File: config.mk
export PLATFORM = sky130hd
export DESIGN_NAME = bcd_conv_sched
export DESIGN_NICKNAME = d
export VERILOG_FILES = /design/src/rtl/bcd_conv_sched.sv
export SDC_FILE = /design/constraint.sdc
export NUM_CORES = 1
export LEC_CHECK = 0
export CAP_MARGIN = 20
export CORE_MARGIN = 2
export CORE_UTILIZATION = 40
export DETAILED_ROUTE_END_ITERATION = 8
export GPL_TIMING_DRIVEN = 0
export PLACE_DENSITY = 0.64
export SYNTH_ARGS = -nofsm -noshare
export SYNTH_HDL_FRONTEND = slang
export SYNTH_SLANG_ARGS = --single-unit
File: constraint.sdc
create_clock -name clock -period 8.9 [get_ports clock]
set_input_delay 1.78 -clock clock [delete_from_list [all_inputs] [get_ports clock]]
set_output_delay 1.78 -clock clock [all_outputs]
set_load 0.01 [all_outputs]
File: src/rtl/bcd_conv_sched.sv
// Shared double-dabble binary-to-BCD engine with two round-robin requesters.
// One shift step per clock; the result and its owner id are registered on done.

module bcd_digit_adj (
  input  logic [3:0] d,
  output logic [3:0] q
);
  assign q = (d >= 4'd5) ? d + 4'd3 : d;
endmodule

module bcd_conv_sched #(
  parameter int WIDTH  = 26,
  parameter int DIGITS = 8
) (
  input  logic                  clock,
  input  logic                  reset,
  input  logic                  req0,
  input  logic [WIDTH-1:0]      bin0,
  input  logic                  req1,
  input  logic [WIDTH-1:0]      bin1,
  output logic                  gnt0,
  output logic                  gnt1,
  output logic                  busy,
  output logic                  done,
  output logic                  done_id,
  output logic [4*DIGITS-1:0]   bcd
);
  localparam int CW = $clog2(WIDTH);
  localparam logic [CW-1:0] LAST = CW'(WIDTH - 1);

  typedef enum logic [1:0] {IDLE, CONV, DONE} state_t;

  state_t                   state;
  logic [WIDTH-1:0]         sh;
  logic [DIGITS-1:0][3:0]   dig;
  logic [DIGITS-1:0][3:0]   adj;
  logic [CW-1:0]            cnt;
  logic                     lst;
  logic                     owner;
  logic                     pick1;
  logic [4*DIGITS+WIDTH-1:0] cat;
  logic [4*DIGITS+WIDTH-1:0] nxt;

  for (genvar i = 0; i < DIGITS; i++) begin : g_dig
    bcd_digit_adj u_adj (.d(dig[i]), .q(adj[i]));
  end

  // Adjusted digits and operand shift as one long register.
  assign cat = {adj, sh};
  assign nxt = cat << 1;

  // On a tie the requester not granted last wins.
  assign pick1 = req1 & (~req0 | ~lst);
  assign busy  = (state != IDLE);

  always_ff @(posedge clock or posedge reset) begin
    if (reset) begin
      state   <= IDLE;
      sh      <= '0;
      dig     <= '0;
      cnt     <= '0;
      lst     <= 1'b1;
      owner   <= 1'b0;
      gnt0    <= 1'b0;
      gnt1    <= 1'b0;
      done    <= 1'b0;
      done_id <= 1'b0;
      bcd     <= '0;
    end else begin
      gnt0 <= 1'b0;
      gnt1 <= 1'b0;
      done <= 1'b0;
      case (state)
        IDLE: if (req0 | req1) begin
          owner <= pick1;
          lst   <= pick1;
          sh    <= pick1 ? bin1 : bin0;
          dig   <= '0;
          cnt   <= '0;
          gnt0  <= ~pick1;
          gnt1  <= pick1;
          state <= CONV;
        end
        CONV: begin
          {dig, sh} <= nxt;
          cnt       <= cnt + 1'b1;
          if (cnt == LAST) begin
            bcd     <= nxt[4*DIGITS+WIDTH-1:WIDTH];
            done_id <= owner;
            done    <= 1'b1;
            state   <= DONE;
          end
        end
        DONE:    state <= IDLE;
        default: state <= IDLE;
      endcase
    end
  end
endmodule

# Yosys cells after proc, flatten, opt, wreduce, memory -nomap -nowiden
# Cells that the tools add are included.
# totals
register_bits	103
in_bits	56
output_inout_bits	37
wordCells	76
# classes
add_sub_neg	9
magnitude_cmp	8
eq_ne	4
mux	24
bitwise	6
reduce_logical	7
# ops
operator	count
$pmux 32 s2	1
$mux 26	2
$pmux 26 s2	1
$ge 4x3->1 const B	8
$mux 32	1
$add 4x2->4 const B	7
$mux 4	7
$pmux 5 s2	1
$reduce_and 2->1	4
$mux 1	6
$add 5x1->5 const B	1
$eq 5x5->1 const B	1
$mux 5	1
$mux 2	2
$ne 2x2->1 const B	2
$pmux 2 s2	1
$reduce_bool 2->1	2
$add 3x2->3 const B	1
$mux 3	1
$not 1->1	3
$eq 2x1->1 const B	1
$logic_not 2->1	1
$or 1x1->1	2
$and 1x1->1	1

# Logic depth before layout (Yosys ltp)
# logic_depth
ltp_word	6
depth_mapped	9
mapped_depth_nobuf	7

# Modules after synthesis
# Synthesis repeated with hierarchy kept, for this count alone.
# hier_totals
cells_unflattened	497
hier_area_um2	5330.1
# modules_own_cells
mod	instances	cells_per_inst	area_per_inst_um2	seq_area_each_um2
bcd_conv_sched	1	369	4519.3	2578.7
bcd_digit_adj	8	16	101.3	0.0

# Worst setup path after synthesis
# Ideal clock, no wire load.
# synth_timing
path_kind	input to register
startpoint	input req0
endpoint	register sh[10]
setup_time_ps	77
t_arrival_ps	2668
required_ps	8823
slack_ps	6155
cell_stages	6
path_buffers	2
path_cell_list	nor3_2 -> or2_1 -> buf_2 -> nor2_4 -> buf_2 -> a21oi_1
# synth_between
elab_chain_cells	6
elab_cells_between_ends	9
classes_between	1 x eq/ne; 3 x mux; 4 x bitwise; 1 x reduce/logical
# synth_lines
item	line	source
start: declaration	17	input logic req0,
$not 1->1	53	assign pick1 = req1 & (~req0 | ~lst);
$or 1x1->1	53	
$and 1x1->1	53	
$mux 26	77	sh <= pick1 ? bin1 : bin0;
$mux 26	74	IDLE: if (req0 | req1) begin
$pmux 26 s2	73	case (state)
end signal: assignment	77	
end signal: assignment	85	{dig, sh} <= nxt;
end: declaration	34	logic [WIDTH-1:0] sh;
# Parallel ways exist; a longest one is shown, timed or not. The select of a mux whose other input is x is not followed.
# A chain may end at the register's enable or synchronous reset.

# Final worst setup path
# layout_timing
startpoint	register state[1]
endpoint	output busy
# layout_between
elab_chain_cells	1
# layout_lines
item	line	source
start: declaration	33	state_t state;
start signal: assignment	58	state <= IDLE;
start signal: assignment	82	state <= CONV;
start signal: assignment	91	state <= DONE;
$reduce_bool 2->1	54	assign busy = (state != IDLE);
end: declaration	23	output logic busy,
# No other way between the ends.

==> flow_metrics.env <==
export IMPL_grt_pass1_vias=4077
export IMPL_maxCapViolations=0
export IMPL_slew_viol_final=0
export IMPL_worstPathArrival_ps=1920
export IMPL_ios=93
export IMPL_gp_congestion=0.833
export IMPL_wire_per_inst_um=16.1
export IMPL_r2r_start="state[0]$_DFFE_PP0P_"
export IMPL_cts_sinks=103
export IMPL_viasPerCell=5.22
export IMPL_cts_htree_levels=3
export IMPL_antennaDiodeCount=0
export IMPL_die_x_um=117
export IMPL_first_iter_violations=171
export IMPL_power_total_mw=2.21
export IMPL_final_antenna_net_count=0
export IMPL_clockBufferDepth=2
export IMPL_drt_pass1_iterations=4
export IMPL_cts_root_buf="clkbuf_16"
export IMPL_vias=3907
export IMPL_synth_area_um2=5140
export IMPL_rsz0062_at_grt="false"
export IMPL_crit_fanout=10
export IMPL_drc_errors=0
export IMPL_r2r_end="dig[29]$_DFFE_PP0P_"
export IMPL_initial_core_util_pct=40.9
export IMPL_cts_buffers_inserted=9
export IMPL_core_um2=12600
export IMPL_crit_path_start="state[1]$_DFFE_PP0P_"
export IMPL_yosysSeqAreaShare_pct=50.2
export IMPL_ir_drop_mv=0.182
export IMPL_cts_resized_gates=0
export IMPL_hold_class="reg -> reg"
export IMPL_max_freq_mhz=270
export IMPL_startpoint_type="register"
export IMPL_status="finished clean"
export IMPL_fin_tns_setup_ps=0
export IMPL_r2r_slack_ps=7130
export IMPL_grt_max_degree=55
export IMPL_track_usage_pct=18.3
export IMPL_wl_um=12000
export IMPL_final_cell_mix="dfrtp_1, clkdlybuf4s50_1, o21ai_0"
export IMPL_fin_skew_ps=8.03
export IMPL_period_needed_ps=3700
export IMPL_r2r_cells=5
export IMPL_cp_endpoint="busy"
export IMPL_clock_latency_ps=350
export IMPL_grt_ovfl_total=0
export IMPL_critPathKind="reg -> out"
export IMPL_nets=645
export IMPL_drive_gt1_share_pct=13.9
export IMPL_fp_dieArea_um2=13800
export IMPL_syn_avg_cell_area_um2=11.0
export IMPL_antenna_found_initial=0
export IMPL_tightest_slew_ps=655
export IMPL_setup_viol=0
export IMPL_holdCritStartpoint="bcd[24]$_DFFE_PP0P_"
export IMPL_worst_setup_path_end_kind="output pin"
export IMPL_cts_clk_slew_worst_paths_ps=70
export IMPL_yosysUniqueCellTypes=39
export IMPL_syn_inst=467
export IMPL_rows=41
export IMPL_final_common_cell="dfrtp_1"
export IMPL_areaGrowthSynthToFinish_pct=28.8
export IMPL_cp_required_ps=7120
export IMPL_die_y_um=117
export IMPL_leakagePower_nw=2.92
export IMPL_nFillCells=1098
export IMPL_hpwl_um=8330
export IMPL_grt_first_pass_wirelength_um=20500
export IMPL_max_slew_margin_rel_pct=56.4
export IMPL_fin_crit_sh_pct=41.6
export IMPL_io_buffers=92
export IMPL_cts_tree="done"
export IMPL_cts_hold_buf=0
export IMPL_syn_num_nets=541
export IMPL_finalHoldViolCount=0
export IMPL_ys_seq_elements=103
export IMPL_yosys_warnings=0
export IMPL_power_density_nw_per_um2=334
export IMPL_post_cts_setup_buffers=0
critical path, stage by stage, from the launching register on:
cell and delay [ps]:
dfrtp_1 470, clkbuf_1 340, nor2_1 150, inv_1 80
clkdlybuf4s50_1 540
Yosys cell counts, drive strengths merged:
cell type / instances / share of area, %
xnor2: 11 / 1.9
o31ai: 8 / 1.2
nand3: 2 / 0.19
nand2: 27 / 2.1
buf: 17 / 2.4
inv: 21 / 1.6
nor3b: 16 / 2.3
a21boi: 1 / 0.15
dfstp: 1 / 0.51
nand2b: 9 / 1.1
nor2b: 1 / 0.27
nor3: 3 / 0.39
or2: 1 / 0.12
mux2i: 34 / 6.6
or3b: 25 / 4.3
clkbuf: 10 / 0.73
o22ai: 10 / 1.2
and2: 1 / 0.12
mux2: 14 / 3.6
a32o: 8 / 1.6
nor2: 8 / 0.78
dfrtp: 102 / 50
a21o: 1 / 0.15
and4b: 1 / 0.19
o21ai: 52 / 5.1
a31oi: 1 / 0.12
a21oi: 50 / 4.9
a22o: 14 / 2.4
ha: 18 / 4.4
cell type report:
class / count / area, um^2 / area share (%)
multi-input combinational: 316 / 2310 / 34.9
sequential: 103 / 2580 / 39.0
inverter: 21 / 86.3 / 1.30
tap: 172 / 215 / 3.25
clock buffer: 15 / 308 / 4.65
buffer: 27 / 163 / 2.46
clock inverter: 1 / 7.51 / 0.113
timing repair buffer: 93 / 948 / 14.3
layer usage:
layer,up-vias,part of all wire [%],track usage (%)
met2,78,46,29.0
met4,0,1.0,3.61
met5,-,0,0
li1,1892,-,-
met1,1929,48,25.1
met3,8,4.5,5.30
state kept, by name (all words and copies together), names as in the netlist:
name,cells
state,2
bcd,32
owner,1
gnt1,1
done,1
cnt,5
dig,32
sh,26
gnt0,1
lst,1
done_id,1
stage by stage:
step / cell area (um^2) / util (%) / instances / setup slack [ps] / hold slack [ps]
after floorplan: 5140 / - / 467 / 4420 / 439
after global placement: 6270 / 49.9 / 731 / 2870 / 464
after detailed placement: 6300 / 50.2 / 732 / 5310 / 472
after CTS: 6620 / 52.7 / 748 / 5180 / 487
after global routing: 6620 / 52.7 / 748 / 5030 / 504
final: 6620 / 52.7 / 748 / 5200 / 486
power by group:
part	switching, mW	internal (mW)	total, mW
Clock	0.171	0.236	0.407
Combinational	0.479	0.514	0.994
Sequential	0.142	0.670	0.812
Total	0.793	1.42	2.21
kinds of logic after synthesis:
group | after synthesis | share of synthesized area [%]
compound gates | 145 | 16.7
xor+xnor | 11 | 1.87
fa+ha+maj | 18 | 4.38
buf+inv | 48 | 4.80
flops | 103 | 50.2
mux | 48 | 10.2
simple gates | 94 | 11.9
how the worst min path moves through the flow:
stage               slack [ps]             endpoint  cells past startpoint
floorplan                  440  done_id$_DFFE_PP0P_                      2
global placement           460    sh[0]$_DFFE_PP0P_                      2
detailed placement         470  bcd[21]$_DFFE_PP0P_                      2
CTS                        490  bcd[21]$_DFFE_PP0P_                      2
global route               500  bcd[21]$_DFFE_PP0P_                      2
finish                     490  bcd[24]$_DFFE_PP0P_                      2
Note: power is estimated with default switching activity, not from simulation.
